<file path="config.mk">
export PLATFORM = sky130hd
export DESIGN_NAME = pixie_scaled_back_end_flat
export DESIGN_NICKNAME = d
export VERILOG_FILES = /design/src/rtl/pixie_scaled_back_end_if.sv /design/src/rtl/pixie_scaled_back_end.sv /design/src/flat_wrapper.sv
export SDC_FILE = /design/constraint.sdc
export NUM_CORES = 1
export LEC_CHECK = 0
export CORE_AREA = 2 2 65 67
export CTS_CLUSTER_DIAMETER = 200
export DETAILED_ROUTE_END_ITERATION = 7
export DIE_AREA = 0 0 67 69
export DONT_BUFFER_PORTS = 1
export GPL_ROUTABILITY_DRIVEN = 0
export PLACE_DENSITY = 0.82
export SLEW_MARGIN = 30
export SYNTH_ARGS = -nofsm -noshare
export SYNTH_HDL_FRONTEND = slang
export SYNTH_SLANG_ARGS = --single-unit
export TNS_END_PERCENT = 100
</file>
<file path="constraint.sdc">
create_clock -name clk -period 4.25 [get_ports clk]
set_input_delay 0.425 -clock clk [delete_from_list [all_inputs] [get_ports clk]]
set_output_delay 0.425 -clock clk [all_outputs]
set_load 0.03 [all_outputs]
</file>
<file path="src/rtl/pixie_scaled_back_end_if.sv">
// Framebuffer read port between the Pixie back end (master) and the framebuffer RAM (slave).
// Bus semantics: fb_read_en is a one-cycle request with no backpressure. fb_addr is valid only while fb_read_en is high.
// The slave must return fb_data in the next cycle, which is when the master samples it.
interface pixie_scaled_back_end_if #(
  parameter int FB_AW = 10
) ();
  logic             fb_read_en;
  logic [FB_AW-1:0] fb_addr;
  logic [7:0]       fb_data;

  modport master (output fb_read_en, output fb_addr, input fb_data);
  modport slave  (input fb_read_en, input fb_addr, output fb_data);
endinterface

</file>
<file path="src/rtl/pixie_scaled_back_end.sv">
// Pixie-style display back end: H/V timing, framebuffer fetch and pixel serialiser.
// Video outputs run two clocks behind the raster counters, which lines them up with the serialised pixels.
module pixie_scaled_back_end #(
  parameter int H_TOTAL   = 112,
  parameter int H_ACTIVE  = 64,
  parameter int HS_START  = 80,
  parameter int HS_WIDTH  = 12,
  parameter int V_TOTAL   = 262,
  parameter int V_ACTIVE  = 128,
  parameter int VS_START  = 182,
  parameter int VS_HEIGHT = 16,
  parameter int BPP       = 1,
  parameter int V_REPEAT  = 1,
  parameter int FB_AW     = 10
) (
  input  logic                    clk,
  input  logic                    reset_n,
  input  logic                    enable,
  pixie_scaled_back_end_if.master fb,
  output logic [BPP-1:0]          pix,
  output logic                    de,
  output logic                    hsync,
  output logic                    vsync,
  output logic                    csync,
  output logic                    hblank,
  output logic                    vblank,
  output logic                    frame_start
);
  localparam int PPB      = 8 / BPP;
  localparam int PW       = $clog2(PPB);
  localparam int HW       = $clog2(H_TOTAL);
  localparam int VW       = $clog2(V_TOTAL);
  localparam int HX       = HW + 1;
  localparam int VX       = VW + 1;
  localparam int ROW_STEP = H_ACTIVE / PPB;

  generate
    if (BPP != 1 && BPP != 2 && BPP != 4) begin : g_bad_bpp
      $error("pixie_scaled_back_end: BPP must be 1, 2 or 4");
    end
    if (V_REPEAT < 1 || V_REPEAT > 4) begin : g_bad_repeat
      $error("pixie_scaled_back_end: V_REPEAT must be 1..4");
    end
    if ((H_ACTIVE % PPB) != 0 || (V_ACTIVE % V_REPEAT) != 0) begin : g_bad_active
      $error("pixie_scaled_back_end: active area not a multiple of PPB / V_REPEAT");
    end
  endgenerate

  logic [HW-1:0]    r_hc, r_h1;
  logic [VW-1:0]    r_vc, r_v1;
  logic             r_en_q, r_en1, r_s1_vld;
  logic [FB_AW-1:0] r_row_base;
  logic [1:0]       r_rep;
  logic [7:0]       r_sr;
  logic             r_de, r_hsync, r_vsync, r_csync, r_hblank, r_vblank, r_frame_start;

  logic          w_h_last, w_v_last, w_h_act, w_v_act;
  logic [HX-1:0] w_h1x;
  logic [VX-1:0] w_v1x;
  logic          w_hs, w_vs, w_hb, w_vb;

  assign w_h_last = (r_hc == HW'(H_TOTAL - 1));
  assign w_v_last = (r_vc == VW'(V_TOTAL - 1));
  assign w_h_act  = ({1'b0, r_hc} < HX'(H_ACTIVE));
  assign w_v_act  = ({1'b0, r_vc} < VX'(V_ACTIVE));

  // Raster counters, per-frame enable latch and the row base that replaces a row*width multiply.
  always_ff @(posedge clk or negedge reset_n) begin
    if (!reset_n) begin
      r_hc       <= '0;
      r_vc       <= '0;
      r_en_q     <= 1'b0;
      r_row_base <= '0;
      r_rep      <= '0;
    end else begin
      if (w_h_last) begin
        r_hc <= '0;
        if (w_v_last) begin
          r_vc       <= '0;
          r_en_q     <= enable;
          r_row_base <= '0;
          r_rep      <= '0;
        end else begin
          r_vc <= r_vc + VW'(1);
          if (w_v_act) begin
            if (r_rep == 2'(V_REPEAT - 1)) begin
              r_rep      <= '0;
              r_row_base <= r_row_base + FB_AW'(ROW_STEP);
            end else begin
              r_rep <= r_rep + 2'd1;
            end
          end
        end
      end else begin
        r_hc <= r_hc + HW'(1);
      end
    end
  end

  assign fb.fb_read_en = r_en_q && w_h_act && w_v_act && (r_hc[PW-1:0] == '0);
  assign fb.fb_addr    = r_row_base + FB_AW'(r_hc >> PW);

  // The byte strobed at hc%PPB==0 arrives one cycle later and is loaded here.
  always_ff @(posedge clk or negedge reset_n) begin
    if (!reset_n) begin
      r_sr <= '0;
    end else if (r_hc[PW-1:0] == PW'(1)) begin
      r_sr <= fb.fb_data;
    end else begin
      r_sr <= r_sr << BPP;
    end
  end

  assign w_h1x = {1'b0, r_h1};
  assign w_v1x = {1'b0, r_v1};
  assign w_hs  = (w_h1x >= HX'(HS_START)) && (w_h1x < HX'(HS_START + HS_WIDTH));
  assign w_vs  = (w_v1x >= VX'(VS_START)) && (w_v1x < VX'(VS_START + VS_HEIGHT));
  assign w_hb  = (w_h1x >= HX'(H_ACTIVE));
  assign w_vb  = (w_v1x >= VX'(V_ACTIVE));

  // The stage-1 valid bit keeps the reset values of r_h1/r_v1 from posing as position (0,0).
  always_ff @(posedge clk or negedge reset_n) begin
    if (!reset_n) begin
      r_h1          <= '0;
      r_v1          <= '0;
      r_en1         <= 1'b0;
      r_s1_vld      <= 1'b0;
      r_de          <= 1'b0;
      r_hsync       <= 1'b0;
      r_vsync       <= 1'b0;
      r_csync       <= 1'b0;
      r_hblank      <= 1'b0;
      r_vblank      <= 1'b0;
      r_frame_start <= 1'b0;
    end else begin
      r_h1          <= r_hc;
      r_v1          <= r_vc;
      r_en1         <= r_en_q;
      r_s1_vld      <= 1'b1;
      r_de          <= r_s1_vld && !w_hb && !w_vb && r_en1;
      r_hsync       <= r_s1_vld && w_hs;
      r_vsync       <= r_s1_vld && w_vs;
      r_csync       <= r_s1_vld && (w_hs ^ w_vs);
      r_hblank      <= r_s1_vld && w_hb;
      r_vblank      <= r_s1_vld && w_vb;
      r_frame_start <= r_s1_vld && (r_h1 == '0) && (r_v1 == '0);
    end
  end

  assign pix         = r_de ? r_sr[7 -: BPP] : '0;
  assign de          = r_de;
  assign hsync       = r_hsync;
  assign vsync       = r_vsync;
  assign csync       = r_csync;
  assign hblank      = r_hblank;
  assign vblank      = r_vblank;
  assign frame_start = r_frame_start;
endmodule

</file>
<file path="src/flat_wrapper.sv">
// flat-port wrapper written by rule: the top's interface ports become plain ports
module pixie_scaled_back_end_flat 
#(
  parameter int H_TOTAL   = 112,
  parameter int H_ACTIVE  = 64,
  parameter int HS_START  = 80,
  parameter int HS_WIDTH  = 12,
  parameter int V_TOTAL   = 262,
  parameter int V_ACTIVE  = 128,
  parameter int VS_START  = 182,
  parameter int VS_HEIGHT = 16,
  parameter int BPP       = 1,
  parameter int V_REPEAT  = 1,
  parameter int FB_AW     = 10
)
  (clk, reset_n, enable, pix, de, hsync, vsync, csync, hblank, vblank, frame_start, fb_fb_read_en, fb_fb_addr, fb_fb_data);
  pixie_scaled_back_end_if #(.FB_AW(FB_AW)) fb_i ();
  input  logic clk;
  input  logic reset_n;
  input  logic enable;
  output logic [BPP-1:0] pix;
  output logic de;
  output logic hsync;
  output logic vsync;
  output logic csync;
  output logic hblank;
  output logic vblank;
  output logic frame_start;
  output wire logic [$bits(fb_i.fb_read_en)-1:0] fb_fb_read_en;
  output wire logic [$bits(fb_i.fb_addr)-1:0] fb_fb_addr;
  input wire logic [$bits(fb_i.fb_data)-1:0] fb_fb_data;
  assign fb_fb_read_en = fb_i.fb_read_en;
  assign fb_fb_addr = fb_i.fb_addr;
  assign fb_i.fb_data = fb_fb_data;
  pixie_scaled_back_end #(.H_TOTAL(H_TOTAL), .H_ACTIVE(H_ACTIVE), .HS_START(HS_START), .HS_WIDTH(HS_WIDTH), .V_TOTAL(V_TOTAL), .V_ACTIVE(V_ACTIVE), .VS_START(VS_START), .VS_HEIGHT(VS_HEIGHT), .BPP(BPP), .V_REPEAT(V_REPEAT), .FB_AW(FB_AW)) u_core (.clk(clk), .reset_n(reset_n), .enable(enable), .fb(fb_i), .pix(pix), .de(de), .hsync(hsync), .vsync(vsync), .csync(csync), .hblank(hblank), .vblank(vblank), .frame_start(frame_start));
endmodule
</file>
* Word-level counts from Yosys, hierarchy flattened
Cells that the tools add are included.
Storage, ports and cells: register bits 62, bits in latches 0, memory bits (writable) 0, bits in read-only memories 0, bits of input ports 11, logic and storage cells 70, memories 0
Operators by class: $add $sub $neg 5, $mul 0, divide/modulo/power cells 0, $lt $le $gt $ge 8, equality and inequality tests 3, shifts and indexed selects 0, muxes and demuxes 10, bitwise operators 1, reductions and logical operators 26
Operator list (count):
- two-way mux 10 bit | 3
- >= comparator 9 x 8 -> 1 bit, second input constant | 2
- < comparator 9 x 8 -> 1 bit, second input constant | 2
- logical AND 1 bit | 15
- >= comparator 7 bit, second input constant | 2
- < comparator 7 bit, second input constant | 2
- adder 10 x 4 -> 10 bit | 1
- adder 10 x 4 -> 10 bit, second input constant | 1
- adder 9 x 1 -> 9 bit, second input constant | 1
- == test 9 bit, second input constant | 1
- zero test 9 bit | 1
- two-way mux 9 bit | 1
- two-way mux 8 bit | 1
- adder 7 x 1 -> 7 bit, second input constant | 1
- == test 7 bit, second input constant | 1
- zero test 7 bit | 1
- two-way mux 7 bit | 1
- two-way mux 2 bit | 3
- AND reduction 2 bit | 2
- nonzero test 2 bit | 2
- == test 3 x 1 -> 1 bit, second input constant | 1
- zero test 3 bit | 1
- AND reduction 3 bit | 1
- adder 2 x 1 -> 2 bit, second input constant | 1
- 4 further kinds | 5

* Depth between registers and ports, before layout
word-level depth 5, depth in mapped cells 7, gate-level depth less buffers 6

* Worst setup path after synthesis
Ideal clock, no wire load.
path kind register to output, start point register u_core.r_row_base[3], end point output port fb_fb_addr[8], data arrival time 1514 ps, slack 2311 ps, stages on the path, launching flop included 5, path buffers 0, path through dfrtp_1 -> ha_1 -> a31oi_1 -> nor2b_1 -> xnor2_1
On the way: word-level cells in the longest chain between the ends 1
Ends and longest elaborated chain:
- start, declared | line pixie_scaled_back_end.sv:52 | logic [FB_AW-1:0] r_row_base;
- start signal, assigned | line pixie_scaled_back_end.sv:88 | r_row_base <= r_row_base + FB_AW'(ROW_STEP);
- adder 10 x 4 -> 10 bit | line pixie_scaled_back_end.sv:101 | assign fb.fb_addr = r_row_base + FB_AW'(r_hc >> PW);
- end, declared | line flat_wrapper.sv:30 | output wire logic [$bits(fb_i.fb_addr)-1:0] fb_fb_addr;
No other way between the ends.

* Final worst setup path
start point register u_core.r_hc[6], end point output port fb_fb_addr[8]
On the way: word-level cells in the longest chain between the ends 1
Ends and longest elaborated chain:
- start, declared | line pixie_scaled_back_end.sv:49 | logic [HW-1:0] r_hc, r_h1;
- start signal, assigned | line pixie_scaled_back_end.sv:95 | r_hc <= r_hc + HW'(1);
- adder 10 x 4 -> 10 bit | line pixie_scaled_back_end.sv:101
No other way between the ends.

==> results by group <==
Run status
  – Run status: complete, no violations

Setup path
  – Worst stage delay on the critical path: between 0.5 and 0.6 ns
  – Setup CP Type: flop to output pin
  – Req. time, crit path: 3.83 ns
  – CP delay by family, top: XOR/XNOR gates
  – CP max stage cell: xnor2_1
  – CP max FO: 7
  – Cells along the critical path: ha_1, a31oi_1, nor2b_1, xnor2_1
  – Crit start category: flop
  – Reg-to-reg setup timing slack: 1.98 ns
  – CP Buf/Inv Count: 0
  – Worst Path Arrival: 2.04 ns
  – Setup crit end kind: output pin

Clock tree
  – CTS sink count: a little under 60
  – Number of post-CTS setup repair buffers: 0
  – Number of CTS-inserted buffers: 9
  – Clock latency on the worst-skew pair: 0.33 ns
  – CTS resizes: 0
  – CTS tree: built
  – H-tree Lvls: 3
  – Reg clk slew, reported paths: about 0.070 ns
  – Root buf cell: clkbuf_8
  – Max clock buf depth: 2

Pwr
  – Worst vdd ir: 0.246 mV
  – Cell Pwr Density: 383 nW/um^2
  – Leak: approximately 1.3 nW
  – Power, Total: around 1.1 mW

STA
  – Clock period minus worst slack: roughly 2.5 ns
  – Final setup TNS: 0 ns
  – FMAX: 406 MHz
  – Final setup viols: 0
  – Slew Limit Headroom: between 30% and 40%
  – Max Slew Vio Count: 0
  – Max Clock Skew: 0.00803 ns
  – Period utilisation layout: 58.0%
  – Hold Fails Final Rpt: 0
  – Worst-Margin Slew: about 0.95 ns
  – RSZ-0062 raised after global routing: no

Floorplanning
  – Die area: 4620 sq um
  – Core Box Area: 3910 sq um
  – Die span in y: 69 um
  – Die Width: around 67 um
  – IO Pins: 30
  – Num rows: 23
  – Starting Density: between 60 and 70%

Detailed routing
  – WL final: 4580 um
  – DRC Markers: 0
  – Vias/cell: 5.96
  – DR WL/cell: between 15 and 20 um
  – DRT Pass-1 Iters: 4
  – Routed Antenna Nets: 0
  – Via count: between 1500 and 2000
  – 1st-iter DRT viols: 118

GRT
  – First-pass GRT wire length: 8070 um
  – Initial antenna violation count: 0
  – Total grt overflow: 0
  – Total GRT Usage: 23.3%
  – Largest net degree at the start of global routing: 60
  – Vias in the first global route: around 1700

Synthesis
  – Compound-cell area share of the yosys netlist: 7.26%
  – Mapped cell area: 2570 sq um
  – Synth warn: 0
  – Post-synthesis mux area share: 3.95%
  – EDFF count, synth: 0
  – Net count after synthesis: 245
  – XOR/XNOR Fraction of Synth Area: 5.11%
  – Seq/Total Area, Yosys: 57.5%
  – Largest family of logic cells by synthesized area: simple AND/OR/NAND/NOR gates
  – Top_reg_cell synth: dfrtp_1
  – Post-Syn Instances: 224
  – Synth cell types: just over 40
  – Adder-Cell Fraction of Synth Area: 4.87%
  – Post-synthesis register bit count: 59
  – Mapped Avg Cell Area: 11.5 sq um
  – Async set-reset flop share out of synthesis: 100%
  – Simple-gate share of the synthesized area: between 15 and 20%

Place
  – I/O Buffers: 0
  – Final HPWL from detailed placement: 3060 um

Hold path
  – Min-Delay Path Class: input port to flop

Final layout
  – Share of layout cells above drive strength 1: 11.6%
  – Layout area overhead: 10.0%
  – Most frequent cells in the layout: dfrtp_1 (59), o21ai_0 (15), nand2_1 (14), nand3_1 (11)
  – Commonest non-fill, non-tap cell in the layout: dfrtp_1
  – Ant diodes: 0
  – FILL cells: 285
  – Nets: about 250

Job
  – # Max-Cap Violations: 0
-- metal layers --
layer,track usage (%),share of wire [%]
met2,35.5,49
met5,0,0
met3,6.36,4.9
met4,9.07,1.3
met1,31.7,45
-- flip-flops by register name, summed over array words and instances (netlist names) --
name and count:
u_core.frame_start 1, u_core.r_sr 8, u_core.hblank 1, u_core.vsync 1
u_core.r_hc 7, u_core.r_v1 9, u_core.csync 1, u_core.r_rep 2
u_core.r_en_q 1, u_core.r_h1 7, u_core.r_en1 1, u_core.vblank 1
u_core.r_row_base 7, u_core.hsync 1, u_core.de 1, u_core.r_s1_vld 1
u_core.r_vc 9
-- cell type report --
| type | count | area (sq um) | area share [%] |
|---|---|---|---|
| tap | 50 | 62.6 | 2.21 |
| sequential | 59 | 1480 | 52.2 |
| clock buffer | 11 | 141 | 5.00 |
| timing repair buffer | 2 | 37.5 | 1.33 |
| multi-input combinational | 147 | 1020 | 36.2 |
| clock inverter | 5 | 52.6 | 1.86 |
| inverter | 9 | 33.8 | 1.20 |
-- path summary, 6_finish.rpt --
path,from,to,depth (start not counted)
worst min-delay path,enable,u_core.r_en_q,2
min in group asynchronous,reset_n,u_core.csync,2
worst max-delay path,u_core.r_hc[6],fb_fb_addr[8],4
max in group asynchronous,reset_n,u_core.r_vc[7],2
worst max register to register,u_core.r_hc[0],u_core.r_row_base[6],5
worst min register to register,u_core.r_en_q,u_core.r_en1,0
-- per-stage QoR --
| step | setup slack, ns | instances | instance area, sq um | hold WS (ns) | util [%] |
|---|---|---|---|---|---|
| floorplan | 2.31 | 224 | 2570 | 0.129 | - |
| global placement | 1.96 | 265 | 2590 | 0.131 | 66.1 |
| detailed placement | 1.82 | 265 | 2590 | 0.131 | 66.1 |
| CTS | 1.75 | 283 | 2820 | 0.211 | 72.1 |
| global route | 1.65 | 283 | 2830 | 0.222 | 72.2 |
| finish | 1.79 | 283 | 2830 | 0.222 | 72.2 |
-- where the power goes --
group	internal, mW	total (mW)	switching [mW]
registers	0.564	0.566	0.00206
clock network	0.283	0.494	0.211
logic	0.00775	0.0239	0.0161
-- repair_timing --
action,CTS,global route
hold endpoints to repair,59,0
endpoints found under the setup margin,0,0
hold buffers,2,0
-- synthesized netlist by cell type, drive strengths merged (8+ instances only) --
cell type   n  area [sq um]
dfrtp      59          1480
o21ai      15          75.1
nand2      14          52.6
nand3      11          55.1
ha         10           125
nor2       10          37.5
inv         9          33.8
mux2        9           101
a21oi       8          40.0
nand4       8          65.1
xnor2       8          70.1
-- cell families after synthesis --
logic type | Yosys count
AO/OA/AOI/OAI | 32
XOR/XNOR | 15
adder cells (fa/ha/maj) | 10
buffers and inverters | 18
flip-flops | 59
multiplexers | 9
other | 2
AND/OR/NAND/NOR | 79
No activity file was read; power rests on OpenSTA's default activity.
